===== config.mk =====
export PLATFORM = sky130hd
export DESIGN_NAME = mul_div_unit
export DESIGN_NICKNAME = d
export VERILOG_FILES = /design/src/rtl/mul_div_unit.sv
export SDC_FILE = /design/constraint.sdc
export NUM_CORES = 1
export LEC_CHECK = 0
export CORE_MARGIN = 1
export CORE_UTILIZATION = 35
export CTS_BUF_LIST = sky130_fd_sc_hd__clkbuf_4 sky130_fd_sc_hd__clkbuf_8
export DETAILED_ROUTE_END_ITERATION = 16
export GPL_TIMING_DRIVEN = 0
export PLACE_DENSITY = 0.5
export SYNTH_ARGS = -nofsm -noshare
export SYNTH_HDL_FRONTEND = slang
export SYNTH_SLANG_ARGS = --single-unit

===== constraint.sdc =====
create_clock -name clk -period 5.35 [get_ports clk]
set_input_delay 1.3375 -clock clk [delete_from_list [all_inputs] [get_ports clk]]
set_output_delay 1.3375 -clock clk [all_outputs]
set_load 0.02 [all_outputs]

===== src/rtl/mul_div_unit.sv =====
// Iterative 32-bit multiply/divide unit that owns HI/LO: shift-add multiply, restoring divide.
// Latency 33 clocks from the start edge. Starts and MTHI/MTLO writes arriving while busy are dropped.
module mul_div_unit (
   input  logic        clk,
   input  logic        rst_n,
   input  logic [31:0] opr_a_md_i,
   input  logic [31:0] opr_b_md_i,
   input  logic [1:0]  op_md_i,
   input  logic        start_md_i,
   input  logic        hi_we_md_i,
   input  logic        lo_we_md_i,
   input  logic [31:0] wdata_md_i,
   output logic [31:0] hi_md_o,
   output logic [31:0] lo_md_o,
   output logic        busy_md_o,
   output logic        done_md_o
);

   typedef enum logic [1:0] {S_IDLE, S_CALC, S_FIX} state_t;

   state_t      state_q, state_d;
   logic [4:0]  cnt_q, cnt_d;
   logic        is_div_q, is_div_d;
   logic        neg_res_q, neg_res_d;
   logic        neg_rem_q, neg_rem_d;
   logic [31:0] opb_q, opb_d;
   logic [63:0] acc_q, acc_d;
   logic [31:0] rem_q, rem_d;
   logic [31:0] hi_q, hi_d;
   logic [31:0] lo_q, lo_d;
   logic        busy_q, busy_d;
   logic        done_q, done_d;

   logic        is_signed;
   logic [31:0] mag_a, mag_b;
   logic [32:0] mul_sum;
   logic [32:0] rem_shift, rem_sub;
   logic        q_bit;
   logic [63:0] prod_fix;
   logic [31:0] quo_fix, rem_fix;

   always_comb begin
      is_signed = ~op_md_i[0];
      mag_a     = (is_signed && opr_a_md_i[31]) ? (32'd0 - opr_a_md_i) : opr_a_md_i;
      mag_b     = (is_signed && opr_b_md_i[31]) ? (32'd0 - opr_b_md_i) : opr_b_md_i;

      // Multiply: acc holds {partial product, remaining multiplier bits}.
      mul_sum   = {1'b0, acc_q[63:32]} + (acc_q[0] ? {1'b0, opb_q} : 33'd0);

      // Divide: acc[31:0] shifts the dividend out and the quotient in.
      rem_shift = {rem_q, acc_q[31]};
      rem_sub   = rem_shift - {1'b0, opb_q};
      q_bit     = ~rem_sub[32];

      prod_fix  = neg_res_q ? (64'd0 - acc_q) : acc_q;
      quo_fix   = neg_res_q ? (32'd0 - acc_q[31:0]) : acc_q[31:0];
      rem_fix   = neg_rem_q ? (32'd0 - rem_q) : rem_q;

      state_d   = state_q;
      cnt_d     = cnt_q;
      is_div_d  = is_div_q;
      neg_res_d = neg_res_q;
      neg_rem_d = neg_rem_q;
      opb_d     = opb_q;
      acc_d     = acc_q;
      rem_d     = rem_q;
      hi_d      = hi_q;
      lo_d      = lo_q;

      if (!busy_q && hi_we_md_i) hi_d = wdata_md_i;
      if (!busy_q && lo_we_md_i) lo_d = wdata_md_i;

      case (state_q)
         S_IDLE: begin
            if (start_md_i) begin
               state_d   = S_CALC;
               cnt_d     = 5'd0;
               is_div_d  = op_md_i[1];
               // A zero divisor keeps the quotient positive so it stays all ones;
               // the remainder negation then just restores the original dividend.
               neg_res_d = is_signed && (opr_a_md_i[31] ^ opr_b_md_i[31]) && (opr_b_md_i != 32'd0);
               neg_rem_d = is_signed && opr_a_md_i[31];
               opb_d     = op_md_i[1] ? mag_b : mag_a;
               acc_d     = op_md_i[1] ? {32'd0, mag_a} : {32'd0, mag_b};
               rem_d     = 32'd0;
            end
         end
         S_CALC: begin
            cnt_d = cnt_q + 5'd1;
            if (is_div_q) begin
               acc_d[31:0] = {acc_q[30:0], q_bit};
               rem_d       = q_bit ? rem_sub[31:0] : rem_shift[31:0];
            end else begin
               acc_d = {mul_sum, acc_q[31:1]};
            end
            if (cnt_q == 5'd31) state_d = S_FIX;
         end
         S_FIX: begin
            state_d = S_IDLE;
            if (is_div_q) begin
               lo_d = quo_fix;
               hi_d = rem_fix;
            end else begin
               hi_d = prod_fix[63:32];
               lo_d = prod_fix[31:0];
            end
         end
         default: state_d = S_IDLE;
      endcase

      busy_d = (state_d != S_IDLE);
      done_d = (state_q == S_FIX);
   end

   always_ff @(posedge clk or negedge rst_n) begin
      if (!rst_n) begin
         state_q   <= S_IDLE;
         cnt_q     <= 5'd0;
         is_div_q  <= 1'b0;
         neg_res_q <= 1'b0;
         neg_rem_q <= 1'b0;
         opb_q     <= 32'd0;
         acc_q     <= 64'd0;
         rem_q     <= 32'd0;
         hi_q      <= 32'd0;
         lo_q      <= 32'd0;
         busy_q    <= 1'b0;
         done_q    <= 1'b0;
      end else begin
         state_q   <= state_d;
         cnt_q     <= cnt_d;
         is_div_q  <= is_div_d;
         neg_res_q <= neg_res_d;
         neg_rem_q <= neg_rem_d;
         opb_q     <= opb_d;
         acc_q     <= acc_d;
         rem_q     <= rem_d;
         hi_q      <= hi_d;
         lo_q      <= lo_d;
         busy_q    <= busy_d;
         done_q    <= done_d;
      end
   end

   assign hi_md_o   = hi_q;
   assign lo_md_o   = lo_q;
   assign busy_md_o = busy_q;
   assign done_md_o = done_q;

endmodule


Word level (Yosys, flattened, before mapping)
Index checks and enable logic that the tools add are counted.
{"block": "op_classes", "reduce_logical": 17, "bitwise": 3, "n_mux": 27, "n_eq_ne": 6, "addsub": 8}
{"cell": "32-bit 2-to-1 mux", "count": 18}
{"cell": "64-bit 2-to-1 mux", "count": 2}
{"cell": "64-bit one-hot mux with 2 select lines", "count": 1}
{"cell": "1-bit by 32-bit subtractor with 32-bit output, first input constant", "count": 4}
{"cell": "32-bit one-hot mux with 2 select lines", "count": 1}
{"cell": "1-bit by 64-bit subtractor with 64-bit output, first input constant", "count": 1}
{"cell": "32-bit by 32-bit adder with 33-bit output", "count": 1}
{"cell": "33-bit by 32-bit subtractor with 33-bit output", "count": 1}
{"cell": "32-bit nonzero test", "count": 1}
{"cell": "5-bit one-hot mux with 2 select lines", "count": 1}
{"cell": "2-bit nonzero test", "count": 4}
{"cell": "1-bit logical AND", "count": 6}
{"cell": "2-bit != test, second input constant", "count": 3}
{"cell": "3-bit AND reduction", "count": 2}
{"cell": "5-bit by 1-bit adder with 5-bit output, second input constant", "count": 1}
{"cell": "5-bit == test, second input constant", "count": 1}
{"cell": "5-bit 2-to-1 mux", "count": 1}
{"cell": "2-bit 2-to-1 mux", "count": 2}
{"cell": "2-bit one-hot mux with 2 select lines", "count": 1}
{"cell": "2-bit AND reduction", "count": 2}
{"cell": "2-bit by 1-bit == test with 1-bit output, second input constant", "count": 1}
{"cell": "2-bit == test, second input constant", "count": 1}
{"cell": "2-bit zero test", "count": 1}
{"cell": "1-bit inverter", "count": 2}
{"cell": "2 further kinds", "count": 2}
{"block": "totals", "ff_bits": 204, "out_inout_bits": 66, "word_cells": 74, "input_bits": 103}

Depth between registers and ports, before layout
Gate-level depths: netlist of the first run.
{"block": "depth", "word_depth": 6, "ltp_mapped": 14}

Least setup slack after synthesis of the first run
Ideal clock, no wire load.
{"block": "synth_path", "kind": "input port to flip-flop", "start": "input opr_a_md_i[1]", "end": "register acc_q[29]", "path_slack_ns": 1.526, "setup_time_ns": 0.142, "t_arrival_ns": 3.682, "t_required_ns": 5.208, "n_path_buf": 0, "stages": 9, "cell_sequence": "or2_2 -> or4b_2 -> or3_4 -> or3_4 -> o41ai_2 -> xor2_1 -> nand2_1 -> o21ai_0 -> o221ai_1"}
{"block": "synth_via", "elab_chain_len": 5}
{"item": "start: declaration", "line_no": "6", "text": "input logic [31:0] opr_a_md_i,"}
{"item": "1-bit by 32-bit subtractor with 32-bit output", "line_no": "44", "text": "mag_a = (is_signed && opr_a_md_i[31]) ? (32'd0 - opr_a_md_i) : opr_a_md_i;"}
{"item": "32-bit 2-to-1 mux", "line_no": "44"}
{"item": "32-bit 2-to-1 mux", "line_no": "84", "text": "acc_d = op_md_i[1] ? {32'd0, mag_a} : {32'd0, mag_b};"}
{"item": "64-bit 2-to-1 mux", "line_no": "75", "text": "if (start_md_i) begin"}
{"item": "64-bit one-hot mux with 2 select lines", "line_no": "73", "text": "case (state_q)"}
{"item": "end signal: assignment", "line_no": "123", "text": "acc_q <= 64'd0;"}
{"item": "end signal: assignment", "line_no": "136", "text": "acc_q <= acc_d;"}
{"item": "end: declaration", "line_no": "27", "text": "logic [63:0] acc_q, acc_d;"}
No other way between the ends. The select of a mux whose other input is x is not followed.
A chain may end at the register's enable or synchronous reset.

Final worst setup path of the first run
{"block": "layout_path", "start": "register acc_q[31]", "end": "register rem_q[30]"}
{"block": "layout_via", "elab_chain_len": 4}
{"item": "33-bit by 32-bit subtractor with 33-bit output", "line_no": "52", "text": "rem_sub = rem_shift - {1'b0, opb_q};"}
{"item": "32-bit 2-to-1 mux", "line_no": "92", "text": "rem_d = q_bit ? rem_sub[31:0] : rem_shift[31:0];"}
{"item": "32-bit 2-to-1 mux", "line_no": "90", "text": "if (is_div_q) begin"}
{"item": "32-bit one-hot mux with 2 select lines", "line_no": "73"}
{"item": "end signal: assignment", "line_no": "137", "text": "rem_q <= rem_d;"}
{"item": "end: declaration", "line_no": "28", "text": "logic [31:0] rem_q, rem_d;"}
No other way between the ends. The select of a mux whose other input is x is not followed.

==> metrics.md, run 1 <==
| Metric | Value |
|---|---|
| Outcome | `completed` |
| Critical Path AT | `4940 ps` |
| FP Rows | `78` |
| WP buf/inv | `2` |
| Most used DFF post-synth | `dfrtp_1` |
| Synth top cells by count | `251 x nand2_1, 241 x o21ai_0, 204 x dfrtp_1, 169 x nor2_1, 161 x a21oi_1` |
| Minimum clock period | `4420 ps` |
| Yosys top cell by area | `dfrtp_1` |
| Ports | `169` |
| Tightest Pin Transition | `1050 ps` |
| Flops & latches, synth | `204` |
| Detail Placement HPWL | `53.6 mm` |
| Worst Hold Margin | `477 ps` |
| Cell Chain, Critical Path | `inv_1 -> ha_1 -> fa_1 -> nand2b_1 -> a21oi_1 -> o21a_1 -> o221a_2 -> nor4_1 -> nor4_4 -> buf_2 -> nand3_1 -> o21ai_0` |
| R2R Setup Slk | `930 ps` |
| Syn Inst Count | `2013` |
| Area grow syn2layout | `20.5%` |
| Die height | `218 um` |
| Share of the synthesized area in the top cell type | `31.3%` |
| Req. time, crit path | `5870 ps` |
| Initial antenna violation count | `0` |
| Hold Violations, Final | `0` |
| Post-Route WL | `66.4 mm` |
| Slowest cell on the critical path | `nor4_4` |
| Setup Skew | `22.9 ps` |
| Final setup fails | `0` |
| Final Util | `43.1%` |
| Type of element launching the critical path | `register` |
| Reg2reg path depth | `12` |
| Nets | `2400` |
| Maximum vdd ir drop | `0.000284 V` |
| DRC Markers | `0` |
| Synth unique cells | `81` |
| Clock buffer depth | `3` |
| TNS Setup | `0 ps` |
| Num Clock Sinks | `204` |
| Avg Cell Area, Syn | `8.11 um^2` |
| Core Region | `45700 um^2` |
| RSZ-0062 raised after global routing | `no` |
| Most common cell in the netlist | `nand2_1` |
| DRT iter0 DRCs | `1374` |
| DRT antenna net count | `0` |
| Cell area power density | `652 nW/um^2` |
| Post-synth EDFFs | `0` |
| Largest net degree at the start of global routing | `104` |
| CTS tree | `built` |
| Crit. path cell count | `12` |
| Reg2reg end | `rem_q[30]` |
| FF-to-FF Start | `acc_q[31]` |
| H-tree depth | `2` |
| Ys Warns | `0` |
| Beginning of the worst hold path | `opb_q[24]` |
| Pwr Total | `12.8 mW` |
| Top cells by area, synth | `dfrtp_1 31%, o21ai_0 7.4%, xnor2_1 6.1%, nand2_1 5.8%, ha_1 5.4%` |
| Register area share after synthesis | `31.3%` |
| CTS Root Cell | `clkbuf_8` |
| Routed WL per cell | `23.3 um` |
| Hold Crit Class | `register to register` |
| GRT Total Usage | `27.9%` |
| CP max FO | `10` |
| Via count | `16200` |
| Via/cell ratio | `5.69` |
| Initial Utilization | `35.7%` |
| FFs w/ async S/R, synth | `100%` |
| Crit path capture type | `register` |
| Clk_lat worst skew | `610 ps` |
| Placed cell count | `2782` |
| CP top delay family | `simple AND/OR/NAND/NOR gates` |
| Net Count, Synth | `2188` |
| Chip width | `218 um` |
| Non-filler cells, final | `2854` |
| First-pass GRT wire length | `99.0 mm` |
| Routability Congestion | `0.922` |
| Layout cell share with drive strength beyond 1 | `5.64%` |
| CTS clk-pin slew, worst paths | `60 ps` |
| WS Path Type | `register to register` |
| DR pass1 iterations | `6` |
| Total gr overflow | `0` |
| Max Clk Rate | `0.226 GHz` |
| Final cycle utilization of the critical path | `82.6%` |
| Port buffer count | `168` |
| Max_cap viols | `0` |
| Cell Area, Synth | `16300 um^2` |
| Slew Viols, Final | `0` |
| Vias in the first global route | `15600` |
| CTS resizes | `0` |
| Worst Setup EP | `rem_q[30]` |
| Die Area | `47500 um^2` |
| Post-CTS Hold Buffers | `0` |
| Leak pwr | `8.07 nW` |
| Relative slew slack | `29.2%` |
| CTS Buf Count | `41` |
| Crit path launch | `acc_q[31]` |
| Total setup buffers inserted after CTS | `0` |
| Max incr delay on CP | `700 ps` |
[cell families (layout without fill, tap and decap cells)]
family / after synthesis / after routing / share of synthesized area (%)
compound gates: 630 / 630 / 23.9
xor+xnor: 203 / 203 / 10.9
fa+ha+maj: 72 / 72 / 5.61
buf+inv: 177 / 417 / 4.15
flops: 204 / 204 / 31.3
mux: 89 / 89 / 5.55
other cells: 0 / 1 / 0
simple gates: 638 / 638 / 18.6
[state kept, by name (all words and copies together) (netlist names)]
| register | cells |
|---|---|
| neg_res_q | 1 |
| lo_md_o | 32 |
| done_md_o | 1 |
| state_q | 2 |
| opb_q | 32 |
| busy_md_o | 1 |
| is_div_q | 1 |
| cnt_q | 5 |
| hi_md_o | 32 |
| acc_q | 64 |
| rem_q | 32 |
| neg_rem_q | 1 |
[worst min path at each step]
| stage | depth (start not counted) | to |
|---|---|---|
| 2_1_floorplan | 2 | opb_q[22] |
| 3_3_place_gp | 2 | opb_q[28] |
| 3_5_place_dp | 2 | opb_q[24] |
| 4_1_cts | 2 | opb_q[24] |
| 5_1_grt | 2 | opb_q[28] |
| 6_report | 2 | opb_q[24] |
[routing by layer]
metal  GRT usage, %  up-vias  part of all wire (%)
li1               -     7688                     -
met1           39.0     7860                    47
met2           44.0      585                    44
met3           2.90       96                   5.4
met4           10.4        0                   3.6
met5              0        -                     0
[layout make-up]
class	count	area, um^2
Clock inverter	7	87.6
Fill cell	4685	26000
Inverter	60	225
Multi-Input combinational cell	1632	10500
Clock buffer	64	800
Antenna cell	1	2.50
Timing Repair Buffer	169	1710
Buffer	117	452
Tap cell	600	751
Sequential cell	204	5100
[power by group]
group | internal (mW) | leakage, nW | switching, mW
Sequential | 2.27 | 2.47 | 1.00
Clock | 1.04 | 0.471 | 0.757
Combinational | 3.12 | 5.13 | 4.65
[cells in the final DEF (no fill, tap or decap), types with 21 or more instances in the layout]
master             n
nand2_1          251
o21ai_0          241
or3_1             22
mux2i_1           77
o31ai_1           41
clkbuf_1          99
ha_1              70
xor2_1            90
clkbuf_8          51
nand3_1           22
xnor2_1          113
inv_1             60
a21oi_1          161
clkdlybuf4s50_1  167
a21o_1            26
nor3_1            36
nand2b_1          21
nor2_1           169
dfrtp_1          204
[worst min-delay path, cell delays in order (launching register included)]
cell	delay, ps
dfrtp_1	340
nand2_1	50
nand2_1	50
[metrics by stage]
step                      worst slack, ps  cell area (um^2)
after floorplan                      1530             16300
after global placement              -6360             18800
after detailed placement              328             18800
after CTS                             968             19700
after global routing                  751             19700
final                                 929             19700
No activity file was read; power rests on OpenSTA's default activity.
==> run 2, diff against run 1 <==
- PLACE_DENSITY: 0.5 -> 0.52
- clock period: 5.35 -> 4 ns (I/O delays scaled with it)
==> run 2 against run 1 <==
  * Hold slack worse by 70 ps
  * First-iteration DRC count is 4.7% higher
  * Via count is 0.10% lower
  * Register-to-register slack worse by 730 ps
  * Setup slack worse by 770 ps
  * Clock-buffer cell count is 5 higher
==> metrics.md, run 2 (synthesis results as in run 1) <==
| Metric | Value |
|---|---|
| Outcome | `completed` |
| First-pass GRT wire length | `101 mm` |
| Slowest cell on the critical path | `or4b_2` |
| Reg2reg path depth | `12` |
| DR pass1 iterations | `7` |
| Post-CTS Hold Buffers | `0` |
| Setup Skew | `25.2 ps` |
| Chip width | `218 um` |
| CTS clk-pin slew, worst paths | `60 ps` |
| Commonest non-fill, non-tap cells in the layout | `251 x nand2_1, 239 x o21ai_0, 204 x dfrtp_1` |
| RSZ-0062 raised after global routing | `no` |
| Type of element launching the critical path | `input port` |
| Initial antenna violation count | `0` |
| DRC Markers | `0` |
| CP top delay family | `simple AND/OR/NAND/NOR gates` |
| Die Area | `47500 um^2` |
| Total gr overflow | `0` |
| Slew Viols, Final | `0` |
| Routability Congestion | `0.958` |
| Hold Violations, Final | `0` |
| Final Util | `43.3%` |
| Most common cell after layout, fill and taps aside | `nand2_1` |
| Cell area after placement | `18800 um^2` |
| CP max FO | `5` |
| Crit path capture type | `register` |
| Die height | `218 um` |
| DRT antenna net count | `0` |
| Port buffer count | `168` |
| Ports | `169` |
| Req. time, crit path | `4440 ps` |
| Final Cell Area | `19800 um^2` |
| CTS tree | `built` |
| PnR worst setup slack | `162 ps` |
| DRT iter0 DRCs | `1439` |
| GRT Total Usage | `28.2%` |
| Via/cell ratio | `5.67` |
| Most common cell on crit path | `or3_4` |
| Post-Route WL | `66.8 mm` |
| FP Rows | `78` |
| Reg2reg end | `acc_q[0]` |
| Dpl ws | `-681 ps` |
| Vias in the first global route | `15800` |
| Num Clock Sinks | `204` |
| Routed WL per cell | `23.4 um` |
| Largest net degree at the start of global routing | `113` |
| WS Path Type | `input port to register` |
| FF-to-FF Start | `opb_q[15]` |
| Layout cell share with drive strength beyond 1 | `6.43%` |
| Nets | `2402` |
| Via count | `16200` |
| Initial Utilization | `35.7%` |
| Cell area power density | `876 nW/um^2` |
| Max Clk Rate | `0.261 GHz` |
| WP buf/inv | `1` |
| Max_cap viols | `0` |
| Minimum clock period | `3840 ps` |
| Hold Crit Class | `input port to async pin` |
| Worst Hold Margin | `406 ps` |
| Critical Path AT | `4280 ps` |
| Core Region | `45700 um^2` |
| Largest register FFs | `64` |
| Relative slew slack | `43.8%` |
| Area grow syn2layout | `21.2%` |
| CTS Buf Count | `41` |
| Max incr delay on CP | `720 ps` |
| Leak pwr | `8.12 nW` |
| R2R Setup Slk | `200 ps` |
| Cell Chain, Critical Path | `clkdlybuf4s50_1 -> or2_2 -> or4b_2 -> or3_4 -> or3_4 -> o41ai_2 -> xor2_1 -> nand2_1 -> o21ai_0 -> o221ai_1` |
| H-tree depth | `2` |
| Final cycle utilization of the critical path | `95.9%` |
| Maximum vdd ir drop | `0.000309 V` |
| Clock buffer depth | `3` |
| Tightest Pin Transition | `843 ps` |
| Clk_lat worst skew | `610 ps` |
| Final setup fails | `0` |
| CTS Root Cell | `clkbuf_8` |
| Biggest register | `acc_q` |
| Detail Placement HPWL | `54.0 mm` |
## run 2: final cells by class
cell class | instances | area [um^2]
fillers | 4650 | 25900
plain buffers | 117 | 459
diodes | 1 | 2.50
inverters | 60 | 225
flip-flops and latches | 204 | 5100
clock buffers | 69 | 881
repair buffers | 171 | 1730
well taps | 600 | 751
multi-input cells | 1632 | 10600
clock inverters | 3 | 42.5
## run 2: how the worst max path moves through the flow
stage,start,end,slack [ps],depth (start not counted)
finish,opr_a_md_i[0],acc_q[29],160,10
global route,opr_a_md_i[0],acc_q[30],0.8,11
CTS,acc_q[31],acc_q[0],10,13
detailed placement,opr_a_md_i[0],acc_q[26],-680,11
global placement,rst_n,rem_q[6],-7270,1
floorplan,opr_a_md_i[1],acc_q[29],510,9
## run 2: report_power, final
| group | leakage (nW) | internal [mW] | switching [mW] |
|---|---|---|---|
| Combinational | 5.16 | 4.24 | 6.27 |
| Clock | 0.486 | 1.44 | 1.03 |
| Sequential | 2.47 | 3.03 | 1.34 |
| Total | 8.12 | 8.71 | 8.64 |
## run 2: per-layer routing
metal	track usage, %	part of all wire (%)	vias up	routed length, um
li1	-	-	7672	-
met1	39.4	46	7918	31000
met2	44.7	45	522	30100
met3	3.00	5.2	100	3470
met4	10.2	3.4	0	2270
met5	0	0	-	0
## run 2: timing repair
item | CTS | global route
buffers inserted | 2 | 0
pin swaps | 1 | 0
resized for setup | 6 | 16
setup endpoints to repair | 36 | 26
## run 2: through the flow
stage	TNS, ps	power, mW	cells
floorplan	0	10.9	2013
global placement	-1487430	14.6	2781
detailed placement	-12610	14.7	2782
CTS	0	17.3	2856
global route	0	18.5	2856
finish	0	17.3	2857
==> run 3, diff against run 2 <==
- CORE_MARGIN: 1 -> 2
==> run 3 against run 2 <==
  * Utilization shrank 0.66 points
  * Sequential power is essentially flat
  * Critical path depth grew 3
  * Die area grew 1.8%
  * Clock power shrank 4%
  * Setup slack gained 20 ps
  * Non-clock buffer count grew 1
  * Total power shrank 0.75%
  * Clock skew shrank 0.86 ps
  * Combinational power is essentially flat
  * Flip-flop and latch count is the same
  * Critical endpoint is now acc_q[63]
  * Largest power group unchanged
  * Highest routed layer unchanged
==> metrics.md, run 3 (synthesis results as in run 1) <==
| Metric | Value |
|---|---|
| Minimum clock period | `3820 ps` |
| Routed WL per cell | `23.0 um` |
| Commonest non-fill, non-tap cells in the layout | `251 x nand2_1, 240 x o21ai_0, 204 x dfrtp_1` |
| CP max FO | `10` |
| Combinational power share | `61.0%` |
| Routability Congestion | `0.925` |
| Crit path capture type | `register` |
| Cell area power density | `872 nW/um^2` |
| Final setup fails | `0` |
| PnR worst setup slack | `183 ps` |
| Num Clock Sinks | `204` |
| Final cycle utilization of the critical path | `95.4%` |
| DRC Markers | `0` |
| CTS tree | `built` |
| Max Clk Rate | `0.262 GHz` |
| FP Rows | `79` |
| Clock buffer depth | `3` |
| Die height | `220 um` |
| Maximum vdd ir drop | `0.000321 V` |
| DR pass1 iterations | `8` |
| Final Util | `42.7%` |
| Outcome | `completed` |
| Die Area | `48400 um^2` |
| Clk_lat worst skew | `620 ps` |
| Biggest register | `acc_q` |
| CTS Buf Count | `41` |
| CTS clk-pin slew, worst paths | `60 ps` |
| Area of the multi-input gates | `10600 um^2` |
| Slowest cell on the critical path | `dfrtp_1` |
| First-pass GRT wire length | `98.1 mm` |
| Area grow syn2layout | `20.9%` |
| GRT Total Usage | `27.3%` |
| Port buffer count | `168` |
| Leak pwr | `8.10 nW` |
| Chip width | `220 um` |
| Seq. cell area | `5100 um^2` |
| Post-Route WL | `66.0 mm` |
| Tightest Pin Transition | `917 ps` |
| Via/cell ratio | `5.63` |
| Setup Skew | `24.3 ps` |
| DRT antenna net count | `0` |
| Placed cell count | `2789` |
| Hold Crit Class | `input port to async pin` |
| Most common cell after layout, fill and taps aside | `nand2_1` |
| Dpl ws | `-650 ps` |
| Cell Chain, Critical Path | `inv_1 -> clkbuf_2 -> nor2_1 -> ha_1 -> and3_1 -> a31oi_1 -> nand4_1 -> o21ai_2 -> o21ai_0 -> a31oi_1 -> o21ai_0 -> a2111oi_1 -> nor3_1` |
| Clock power frac | `13.7%` |
| Relative slew slack | `38.9%` |
| CP top delay family | `compound AO/OA/AOI/OAI gates` |
| Crit. path cell count | `13` |
| Seq pwr share | `25.3%` |
| Hold Violations, Final | `0` |
| H-tree depth | `2` |
| Critical Path AT | `4310 ps` |
| Slew Viols, Final | `0` |
| Sw power | `8.59 mW` |
| Largest net degree at the start of global routing | `107` |
| WP buf/inv | `2` |
| R2R Setup Slk | `180 ps` |
| Layout cell share with drive strength beyond 1 | `6.29%` |
| Post-CTS Hold Buffers | `0` |
| Reg2reg end | `acc_q[63]` |
| Largest register FFs | `64` |
| WS Path Type | `register to register` |
| FF-to-FF Start | `acc_q[0]` |
| Req. time, crit path | `4490 ps` |
| Layout fillers | `4716` |
| Core Region | `46300 um^2` |
| Net Sw Frac | `49.9%` |
| Cell Int Power | `8.63 mW` |
| Type of element launching the critical path | `register` |
| Non-filler cells, final | `2864` |
| Nets | `2403` |
| Crit path launch | `acc_q[0]` |
| Initial Utilization | `35.3%` |
| CTS Root Cell | `clkbuf_8` |
| Max incr delay on CP | `470 ps` |
| RSZ-0062 raised after global routing | `yes` |
| DRT iter0 DRCs | `1326` |
| Worst Setup EP | `acc_q[63]` |
| Ports | `169` |
| Total gr overflow | `0` |
| Detail Placement HPWL | `53.5 mm` |
| Via count | `16100` |
| Max_cap viols | `0` |
| Initial antenna violation count | `1` |
| Pwr Total | `17.2 mW` |
| Vias in the first global route | `15600` |
| Reg2reg path depth | `13` |
-- run 3: power groups by stage --
stage / clock [mW] / combinational (mW) / sequential, mW
6_report: 2.36 / 10.5 / 4.36
5_1_grt: 2.50 / 11.5 / 4.47
4_1_cts: 2.40 / 10.4 / 4.32
3_5_place_dp: 0 / 10.3 / 4.34
3_3_place_gp: 0 / 10.2 / 4.33
2_1_floorplan: 0 / 6.70 / 4.19
-- run 3: timing repair --
| action | 4_1_cts | 5_1_grt |
|---|---|---|
| pin swaps | 1 | 0 |
| gates cloned | 0 | 0 |
| setup endpoints to repair | 37 | 29 |
| gates resized for setup | 3 | 14 |
| setup buffers | 3 | 0 |
-- run 3: final cells by class --
class,instances,share of cell area (%)
Multi-Input combinational cell,1632,53.6
Sequential cell,204,25.9
Timing Repair Buffer,172,8.80
Clock buffer,62,3.88
Tap cell,607,3.85
Buffer,117,2.31
Inverter,60,1.14
Clock inverter,9,0.532
Antenna cell,1,0.0127
-- run 3: worst min-delay path by stage --
| stage | endpoint | startpoint | cells past startpoint |
|---|---|---|---|
| after CTS | hi_md_o[28] | rst_n | 1 |
| final | lo_md_o[29] | rst_n | 1 |
| after detailed placement | opb_q[28] | opb_q[28] | 2 |
| after floorplan | opb_q[22] | opb_q[22] | 2 |
| after global routing | opb_q[3] | opb_q[3] | 2 |
| after global placement | opb_q[28] | opb_q[28] | 2 |
-- run 3: layer usage --
metal	part of all wire (%)	vias to the layer above	track usage, %
met1	45	7758	37.1
met4	4.4	0	11.7
met2	45	576	43.5
met5	0	-	0
li1	-	7670	-
met3	5.8	120	3.48
-- run 3: metrics by stage --
step	cell area, um^2	hold WS [ps]	TNS (ps)
2_1_floorplan	16300	439	0
3_3_place_gp	18800	458	-1472980
3_5_place_dp	18800	464	-11760
4_1_cts	19700	477	0
5_1_grt	19700	495	-128
6_report	19700	471	0
